[src/rtl/fetch_unit.sv]
// Instruction fetch stage: owns the PC, issues one-at-a-time imem requests and
// buffers returned words in a 2-entry queue feeding the IF/ID register.
module fetch_unit #(
    parameter logic [31:0] RESET_PC = 32'h0000_0000
) (
    input  logic        clk_i,
    input  logic        rst_n_i,
    input  logic        stall_i,
    input  logic        redirect_i,
    input  logic [31:0] redirect_addr_i,
    output logic        imem_req_o,
    output logic [31:0] imem_addr_o,
    input  logic        imem_ack_i,
    input  logic [31:0] imem_data_i,
    output logic        valid_o,
    output logic [31:0] addr_o,
    output logic [31:0] instr_o,
    output logic        flush_o
);

    typedef enum logic [1:0] {IDLE, BUSY, DROP} state_e;

    state_e      state_q, state_d;
    logic [31:0] fetch_pc_q, fetch_pc_d;
    logic [31:0] req_pc_q, req_pc_d;
    logic        head_v_q, head_v_d, tail_v_q, tail_v_d;
    logic [31:0] head_instr_q, head_instr_d, head_addr_q, head_addr_d;
    logic [31:0] tail_instr_q, tail_instr_d, tail_addr_q, tail_addr_d;
    logic        flush_q, flush_d;

    logic        ack;
    logic        pop;
    logic        push;
    logic        still_outstanding;
    logic        do_issue;

    assign ack               = (state_q != IDLE) && imem_ack_i;
    assign pop               = head_v_q && !stall_i;
    assign push              = ack && (state_q == BUSY);
    assign still_outstanding = (state_q != IDLE) && !imem_ack_i;

    always_comb begin
        state_d      = state_q;
        fetch_pc_d   = fetch_pc_q;
        req_pc_d     = req_pc_q;
        head_v_d     = head_v_q;
        head_instr_d = head_instr_q;
        head_addr_d  = head_addr_q;
        tail_v_d     = tail_v_q;
        tail_instr_d = tail_instr_q;
        tail_addr_d  = tail_addr_q;
        flush_d      = 1'b0;
        do_issue     = 1'b0;

        if (redirect_i) begin
            head_v_d     = 1'b0;
            head_instr_d = '0;
            head_addr_d  = '0;
            tail_v_d     = 1'b0;
            tail_instr_d = '0;
            tail_addr_d  = '0;
            fetch_pc_d   = redirect_addr_i;
            flush_d      = 1'b1;
            state_d      = still_outstanding ? DROP : IDLE;
        end else begin
            // Invalid slots are kept at zero so a pop from a single entry
            // leaves a clean bubble on addr_o/instr_o.
            if (pop) begin
                head_v_d     = tail_v_q;
                head_instr_d = tail_instr_q;
                head_addr_d  = tail_addr_q;
                tail_v_d     = 1'b0;
                tail_instr_d = '0;
                tail_addr_d  = '0;
            end
            if (push) begin
                if (!head_v_d) begin
                    head_v_d     = 1'b1;
                    head_instr_d = imem_data_i;
                    head_addr_d  = req_pc_q + 32'd4;
                end else begin
                    tail_v_d     = 1'b1;
                    tail_instr_d = imem_data_i;
                    tail_addr_d  = req_pc_q + 32'd4;
                end
            end

            if (ack) begin
                state_d = IDLE;
            end
            // A completed DROP handshake returns to IDLE; issue resumes next edge.
            do_issue = !still_outstanding && !tail_v_d && (state_q != DROP);
            if (do_issue) begin
                req_pc_d   = fetch_pc_q;
                fetch_pc_d = fetch_pc_q + 32'd4;
                state_d    = BUSY;
            end
        end
    end

    always_ff @(posedge clk_i or negedge rst_n_i) begin
        if (!rst_n_i) begin
            state_q      <= IDLE;
            fetch_pc_q   <= RESET_PC;
            req_pc_q     <= '0;
            head_v_q     <= 1'b0;
            head_instr_q <= '0;
            head_addr_q  <= '0;
            tail_v_q     <= 1'b0;
            tail_instr_q <= '0;
            tail_addr_q  <= '0;
            flush_q      <= 1'b0;
        end else begin
            state_q      <= state_d;
            fetch_pc_q   <= fetch_pc_d;
            req_pc_q     <= req_pc_d;
            head_v_q     <= head_v_d;
            head_instr_q <= head_instr_d;
            head_addr_q  <= head_addr_d;
            tail_v_q     <= tail_v_d;
            tail_instr_q <= tail_instr_d;
            tail_addr_q  <= tail_addr_d;
            flush_q      <= flush_d;
        end
    end

    assign imem_req_o  = (state_q != IDLE);
    assign imem_addr_o = req_pc_q;
    assign valid_o     = head_v_q;
    assign addr_o      = head_addr_q;
    assign instr_o     = head_instr_q;
    assign flush_o     = flush_q;

endmodule

[config.mk]
export PLATFORM = sky130hd
export DESIGN_NAME = fetch_unit
export DESIGN_NICKNAME = d
export VERILOG_FILES = /design/src/rtl/fetch_unit.sv
export SDC_FILE = /design/constraint.sdc
export NUM_CORES = 1
export LEC_CHECK = 0
export CORE_ASPECT_RATIO = 1.5
export CORE_MARGIN = 1
export CORE_UTILIZATION = 50
export CTS_BUF_LIST = sky130_fd_sc_hd__clkbuf_4
export DETAILED_ROUTE_END_ITERATION = 8
export PLACE_DENSITY = 0.79
export SLEW_MARGIN = 20
export SYNTH_ARGS = -nofsm -noshare
export SYNTH_HDL_FRONTEND = slang
export SYNTH_SLANG_ARGS = --single-unit
export TNS_END_PERCENT = 50
[constraint.sdc]
create_clock -name clk_i -period 2.3 [get_ports clk_i]
set_input_delay 0.46 -clock clk_i [delete_from_list [all_inputs] [get_ports clk_i]]
set_output_delay 0.46 -clock clk_i [all_outputs]
set_load 0.05 [all_outputs]
==> results of run 1 <==
[state kept, by name (all words and copies together), names as in the netlist]
register and count:
valid_o 1, fetch_pc_q 32, imem_addr_o 32, tail_instr_q 32, state_q 2, instr_o 32
tail_addr_q 32, flush_o 1, tail_v_q 1, addr_o 32
[synthesized netlist by cell type, types with 10 or more instances]
library cell                 n
sky130_fd_sc_hd__o21ai_0    40
sky130_fd_sc_hd__a31oi_1    14
sky130_fd_sc_hd__and3_1     11
sky130_fd_sc_hd__nand4_1    13
sky130_fd_sc_hd__nand2_1   242
sky130_fd_sc_hd__nor2_1     66
sky130_fd_sc_hd__nand3_1    82
sky130_fd_sc_hd__nor3_1     15
sky130_fd_sc_hd__a311oi_1   41
sky130_fd_sc_hd__a21oi_1    63
sky130_fd_sc_hd__inv_1      10
sky130_fd_sc_hd__mux2_2     26
sky130_fd_sc_hd__or4_1      10
sky130_fd_sc_hd__dfrtp_1   197
sky130_fd_sc_hd__xnor2_1    33
sky130_fd_sc_hd__clkbuf_1   67
sky130_fd_sc_hd__nor4_1     17
[worst max path at each step]
| stage | from | endpoint |
|---|---|---|
| global route | instr_o[31] | instr_o[31] |
| finish | instr_o[31] | instr_o[31] |
| floorplan | valid_o | imem_addr_o[21] |
| detailed placement | stall_i | imem_addr_o[26] |
| CTS | state_q[0] | imem_req_o |
| global placement | stall_i | fetch_pc_q[15] |
[where the power goes]
part           internal, mW  total [mW]  switching [mW]
logic                 0.966        2.70            1.73
registers              3.76        4.04           0.286
clock network         0.781        1.99            1.21
[metrics by stage]
| stage | power, mW | std cells | area, um2 | util, % |
|---|---|---|---|---|
| 6_report | 8.73 | 1485 | 12300 | 66.2 |
| 5_1_grt | 9.12 | 1485 | 12300 | 66.2 |
| 4_1_cts | 8.74 | 1478 | 12100 | 65.4 |
| 3_5_place_dp | 6.87 | 1445 | 11900 | 64.0 |
| 3_3_place_gp | 6.83 | 1445 | 11900 | 64.0 |
| 2_1_floorplan | 5.71 | 1038 | 9500 | - |
[timing repair]
item | in CTS | in global routing
hold endpoints to repair | 50 | 0
hold buffers | 1 | 0
pin swaps | 0 | 4
buffers inserted | 0 | 5
cloned | 0 | 1
gates resized for setup | 46 | 39
setup endpoints to repair | 46 | 63
[kinds of logic after synthesis]
family | count (synthesis) | synth area share (%)
buf+inv | 92 | 3.96
simple gates | 490 | 23.7
compound gates | 180 | 12.0
fa+ha+maj | 2 | 0.264
flops | 197 | 52.0
mux | 36 | 4.25
xor+xnor | 41 | 3.79
[final cells by class]
type	count	area (um2)	area share [%]
antenna	1	2.50	0.0204
clock buffer	18	135	1.10
clock inverter	14	175	1.43
inverter	10	37.5	0.306
multi-input combinational	749	4230	34.4
sequential	197	4930	40.1
tap	252	315	2.57
timing repair buffer	244	2460	20.0
[routing by layer]
layer	track usage [%]	up-vias
met3	3.19	43
met1	34.0	4082
met4	10.6	0
met5	0	-
li1	-	4003
met2	44.3	293
==> impl_metrics.yaml, run 1 <==
sta:
  totalNegativeSetupSlack_ns: 0
  slew_viol_final: 0
  f_max_ghz: 0.444
  timing_worst_slew_pin_value_ns: 0.617
  final-hold-violation-count: 0
  fin_worst_skew_ns: 0.0260
  period_minus_slack_ns: 2.25
  layout_worst_path_cycle_share_pct: 97.9
  finalSetupViolCount: 0
  relSlewSlack_pct: 58.6
  fin_hold_ws_ns: 0.137
  post-route-worst-setup-slack_ns: 0.0475
synth:
  netlist_instances: 1038
  post_syn_area_um2: 9470
  synth_largest_area_cell: "sky130_fd_sc_hd__dfrtp_1"
  synth.net_count: 1109
  async_set_or_reset_register_ratio_after_synthesis_pct: 100
  syn-mean-instance-area_um2: 9.13
  ys_ff_latch: 197
  synth.yosys.warnings: 0
  synth-seq-area-share_pct: 52.0
  synth_top_cells_by_area: "sky130_fd_sc_hd__dfrtp_1, sky130_fd_sc_hd__nand2_1, sky130_fd_sc_hd__nand3_1"
  yosysTopAreaCellShare_pct: 52.0
  number_of_flops_mapped_to_enable_cells_by_yosys: 0
  post_synth_num_cell_types: 49
  synth_flop_cell: "sky130_fd_sc_hd__dfrtp_1"
clock_tree:
  cts-root-to-sink-buffers: 2
  cts_h_tree_lvls: 4
  sinks_on_clock_net: 197
  clock_insertion_delay_worst_skew_ns: 0.60
  cts.reportedPaths.clkPinSlew_ns: 0.16
  cts_root_buffer_type: "sky130_fd_sc_hd__clkbuf_4"
  tritoncts: "done"
  numCtsBuffers: 17
routing:
  dr.max_layer_used: "met4"
  drt_first_pass_iters: 5
  met2_length_mm: 12.9
  post-route-drc-count: 0
  initialDrtViolationCount: 731
  totalWireLength_mm: 24.9
  wire_per_inst_um: 16.8
  total_vias_in_the_final_route: 8421
  wirelength_met1_mm: 10.3
  detail_routed_via_count_per_cell: 5.67
  drt.antenna.violating_nets: 0
  route.met3.wl_mm: 1.04
placed_design:
  gp_congestion: 0.974
  dp.final_hpwl_mm: 17.1
  placement.io_buffers: 167
  dp_worst_setup_slack_ns: -0.239
finish:
  drive_gt1_share_pct: 12.7
  nets: 1290
  final.fill_count: 1511
  syn2layout_area_growth_pct: 29.7
  layout_common_cells: "sky130_fd_sc_hd__nand2_1, sky130_fd_sc_hd__dfrtp_1, sky130_fd_sc_hd__clkdlybuf4s50_1"
  layout_commonest_cell: "sky130_fd_sc_hd__nand2_1"
job:
  max_cap_violations: 0
setup_path:
  cpMaxStageDelayCell: "sky130_fd_sc_hd__clkdlybuf4s50_1"
  start_kind: "flip-flop"
  worst-setup-path-type: "reg2out"
  critical_path.max_stage_delay_ns: 0.83
  r2r_end: "imem_addr_o[14]"
  critical_path_cell_list: "clkdlybuf4s50_1"
  family_with_the_most_delay_on_the_worst_path: "buffers and inverters"
  cp_max_fo: 2
  critPathArrivalTime_ns: 1.79
  cp_num_buf_inv: 1
  worst_r2r_start: "state_q[0]"
  reg2reg_depth: 6
  reg2reg_slack_ns: 0.06
  type_of_destination_of_the_critical_path: "output pin"
  cp.depth: 1
  timing.critical_path.required_ns: 1.84
min_path:
  hold_path_depth: 1
  min-delay-path-class: "in2reg"
  whs_endpoint: "flush_o"
  worst_hold_startpoint: "redirect_i"
floorplan:
  floorplan.die_area_um2: 19500
  placementRows: 61
  die_width_um: 114
  dieHeight_um: 171
  top_level_ports: 168
  floorplan.initialDensity_pct: 51.1
  fp.coreArea_um2: 18500
grt:
  grt_first_pass_wirelength_mm: 40.1
  antenna_found_initial: 1
  number_of_global_route_vias_before_repair: 8048
  grt_start_max_net_pins: 55
  global_route_usage_sum_pct: 26.1
  grt_overflow_total: 0
power:
  power_leakage_nw: 5.58
  maximum_vdd_drop_uv: 418
  pwr_density_cell_nw_per_um2: 711
outcome:
  status: "finished clean"
(Power assumes the default switching activity.)
==> run 2, diff against run 1 <==
--- a/config.mk
+++ b/config.mk
@@ -15,4 +15,3 @@
 export SYNTH_ARGS = -nofsm -noshare
 export SYNTH_HDL_FRONTEND = slang
 export SYNTH_SLANG_ARGS = --single-unit
-export TNS_END_PERCENT = 50
==> run 2 against run 1 <==
Effect of this change: non-clock buffer count is 5 lower; utilization shrank 0.61 points; flip-flop and latch count is the same; worst setup slack gained 0.027 ns; sequential power up 1%; total power shrank 5.0%; count of clock-buffer cells in the layout unchanged; sequential share of layout area increased by 0.39 points; final cell count decreased by 0.34%; critical endpoint is now instr_o[0].
==> impl_metrics.yaml, run 2 (synthesis gave the netlist of run 1 again) <==
finish:
  final.fill_count: 1523
  syn2layout_area_growth_pct: 28.5
  final_cell_count_no_fill: 1480
  drive_gt1_share_pct: 12.0
  layout_common_cells: "sky130_fd_sc_hd__nand2_1, sky130_fd_sc_hd__dfrtp_1, sky130_fd_sc_hd__nand3_1"
  nets: 1285
  final_core_util_pct: 65.6
  seqCellArea_um2: 4930
  multi_input_comb_area_um2: 4200
  layout_commonest_cell: "sky130_fd_sc_hd__nand2_1"
  final_design_area_no_fill_um2: 12200
job:
  max_cap_violations: 0
clock_tree:
  cts_root_buffer_type: "sky130_fd_sc_hd__clkbuf_4"
  numCtsBuffers: 17
  cts-root-to-sink-buffers: 2
  sinks_on_clock_net: 197
  cts.reportedPaths.clkPinSlew_ns: 0.15
  tritoncts: "done"
  clock_insertion_delay_worst_skew_ns: 0.59
  cts_h_tree_lvls: 4
setup_path:
  cp_num_buf_inv: 1
  reg2reg_slack_ns: 0.07
  type_of_destination_of_the_critical_path: "output pin"
  r2r_end: "imem_addr_o[9]"
  timing.critical_path.required_ns: 1.84
  worst_r2r_start: "valid_o"
  worst-setup-path-type: "reg2out"
  cp_max_fo: 2
  family_with_the_most_delay_on_the_worst_path: "buffers and inverters"
  start_kind: "flip-flop"
  critPathArrivalTime_ns: 1.77
  cpMaxStageDelayCell: "sky130_fd_sc_hd__clkdlybuf4s50_1"
  reg2reg_depth: 6
  critical_path_cell_list: "clkdlybuf4s50_1"
  critical_path.max_stage_delay_ns: 0.80
sta:
  totalNegativeSetupSlack_ns: 0
  fin_hold_ws_ns: 0.250
  slew_viol_final: 0
  relSlewSlack_pct: 55.5
  period_minus_slack_ns: 2.23
  finalSetupViolCount: 0
  fin_worst_skew_ns: 0.0280
  post-route-worst-setup-slack_ns: 0.0750
  f_max_ghz: 0.449
  layout_worst_path_cycle_share_pct: 96.7
  timing_worst_slew_pin_value_ns: 0.668
  final-hold-violation-count: 0
power:
  switching_power_mw: 3.17
  pwr-share-seq_pct: 49.1
  maximum_vdd_drop_uv: 400
  internal-power_mw: 5.12
  pwr_density_cell_nw_per_um2: 681
  power_leakage_nw: 5.67
  netSwitchingFraction_pct: 38.2
  totalPowerFinal_mw: 8.29
  clock_power_share_pct: 19.6
  comb_power_share_pct: 31.2
floorplan:
  fp.coreArea_um2: 18500
  die_width_um: 114
  placementRows: 61
  floorplan.initialDensity_pct: 51.1
  top_level_ports: 168
  dieHeight_um: 171
  floorplan.die_area_um2: 19500
placed_design:
  dp_cells: 1444
  dp_worst_setup_slack_ns: -0.157
  postPlaceCellArea_um2: 11900
  placement.io_buffers: 167
  dp.final_hpwl_mm: 17.0
  gp_congestion: 0.984
min_path:
  hold_path_depth: 2
  worst_hold_startpoint: "redirect_i"
  min-delay-path-class: "in2reg"
  whs_endpoint: "tail_addr_q[7]"
grt:
  global_route_usage_sum_pct: 26.0
  number_of_global_route_vias_before_repair: 8044
  grt_first_pass_wirelength_mm: 39.8
  antenna_found_initial: 1
  grt_start_max_net_pins: 82
  grt_overflow_total: 0
routing:
  drt.antenna.violating_nets: 0
  detail_routed_via_count_per_cell: 5.71
  total_vias_in_the_final_route: 8457
  wire_per_inst_um: 16.5
  initialDrtViolationCount: 807
  post-route-drc-count: 0
  totalWireLength_mm: 24.4
  drt_first_pass_iters: 5
outcome:
  status: "finished clean"
## run 2: cell count changes in the layout (fill, tap and decap cells not counted), moves of 3 or more
cell,change
sky130_fd_sc_hd__clkdlybuf4s50_1,-16
sky130_fd_sc_hd__dlygate4sd2_1,+8
sky130_fd_sc_hd__dlymetal6s2s_1,+8
sky130_fd_sc_hd__or4_4,-3
sky130_fd_sc_hd__buf_4,-6
sky130_fd_sc_hd__clkinvlp_4,+3
sky130_fd_sc_hd__bufinv_16,-3
sky130_fd_sc_hd__or4_1,+3
## run 2: routing by layer
metal | track usage (%) | vias to the layer above | part of all wire, %
li1 | - | 3997 | -
met1 | 33.2 | 4075 | 42
met2 | 43.1 | 323 | 50
met3 | 3.68 | 62 | 4.2
met4 | 12.9 | 0 | 4.1
met5 | 0 | - | 0
## run 2: worst max path at each step
stage | slack, ns | depth (start not counted) | from | to
after floorplan | -0.05 | 7 | valid_o | imem_addr_o[21]
after global placement | -0.13 | 6 | imem_ack_i | imem_addr_o[29]
after detailed placement | -0.16 | 6 | imem_ack_i | imem_addr_o[23]
after CTS | -0.02 | 2 | state_q[0] | imem_req_o
after global routing | -0.008 | 6 | state_q[1] | imem_addr_o[16]
final | 0.07 | 1 | instr_o[0] | instr_o[0]
## run 2: final cells by class
cell class	instances	share of cell area (%)
Timing Repair Buffer	239	20.0
Tap cell	252	2.59
Clock buffer	18	1.11
Clock inverter	14	0.853
Multi-Input combinational cell	749	34.5
Antenna cell	1	0.0206
Inverter	10	0.308
Sequential cell	197	40.5
## run 2: power groups by stage
| stage | sequential [mW] | combinational (mW) | clock, mW |
|---|---|---|---|
| 5_1_grt | 4.12 | 2.76 | 1.80 |
| 6_report | 4.08 | 2.59 | 1.63 |
| 2_1_floorplan | 4.91 | 0.796 | 0 |
| 4_1_cts | 4.07 | 2.59 | 1.69 |
| 3_5_place_dp | 4.15 | 2.70 | 0 |
| 3_3_place_gp | 4.13 | 2.66 | 0 |
## run 2: repair_timing
item                                    CTS  global route
endpoints found under the hold margin   159             0
hold buffers                              1             0
gates resized for setup                  54            41
buffers inserted                          0             2
endpoints found under the setup margin   54            67
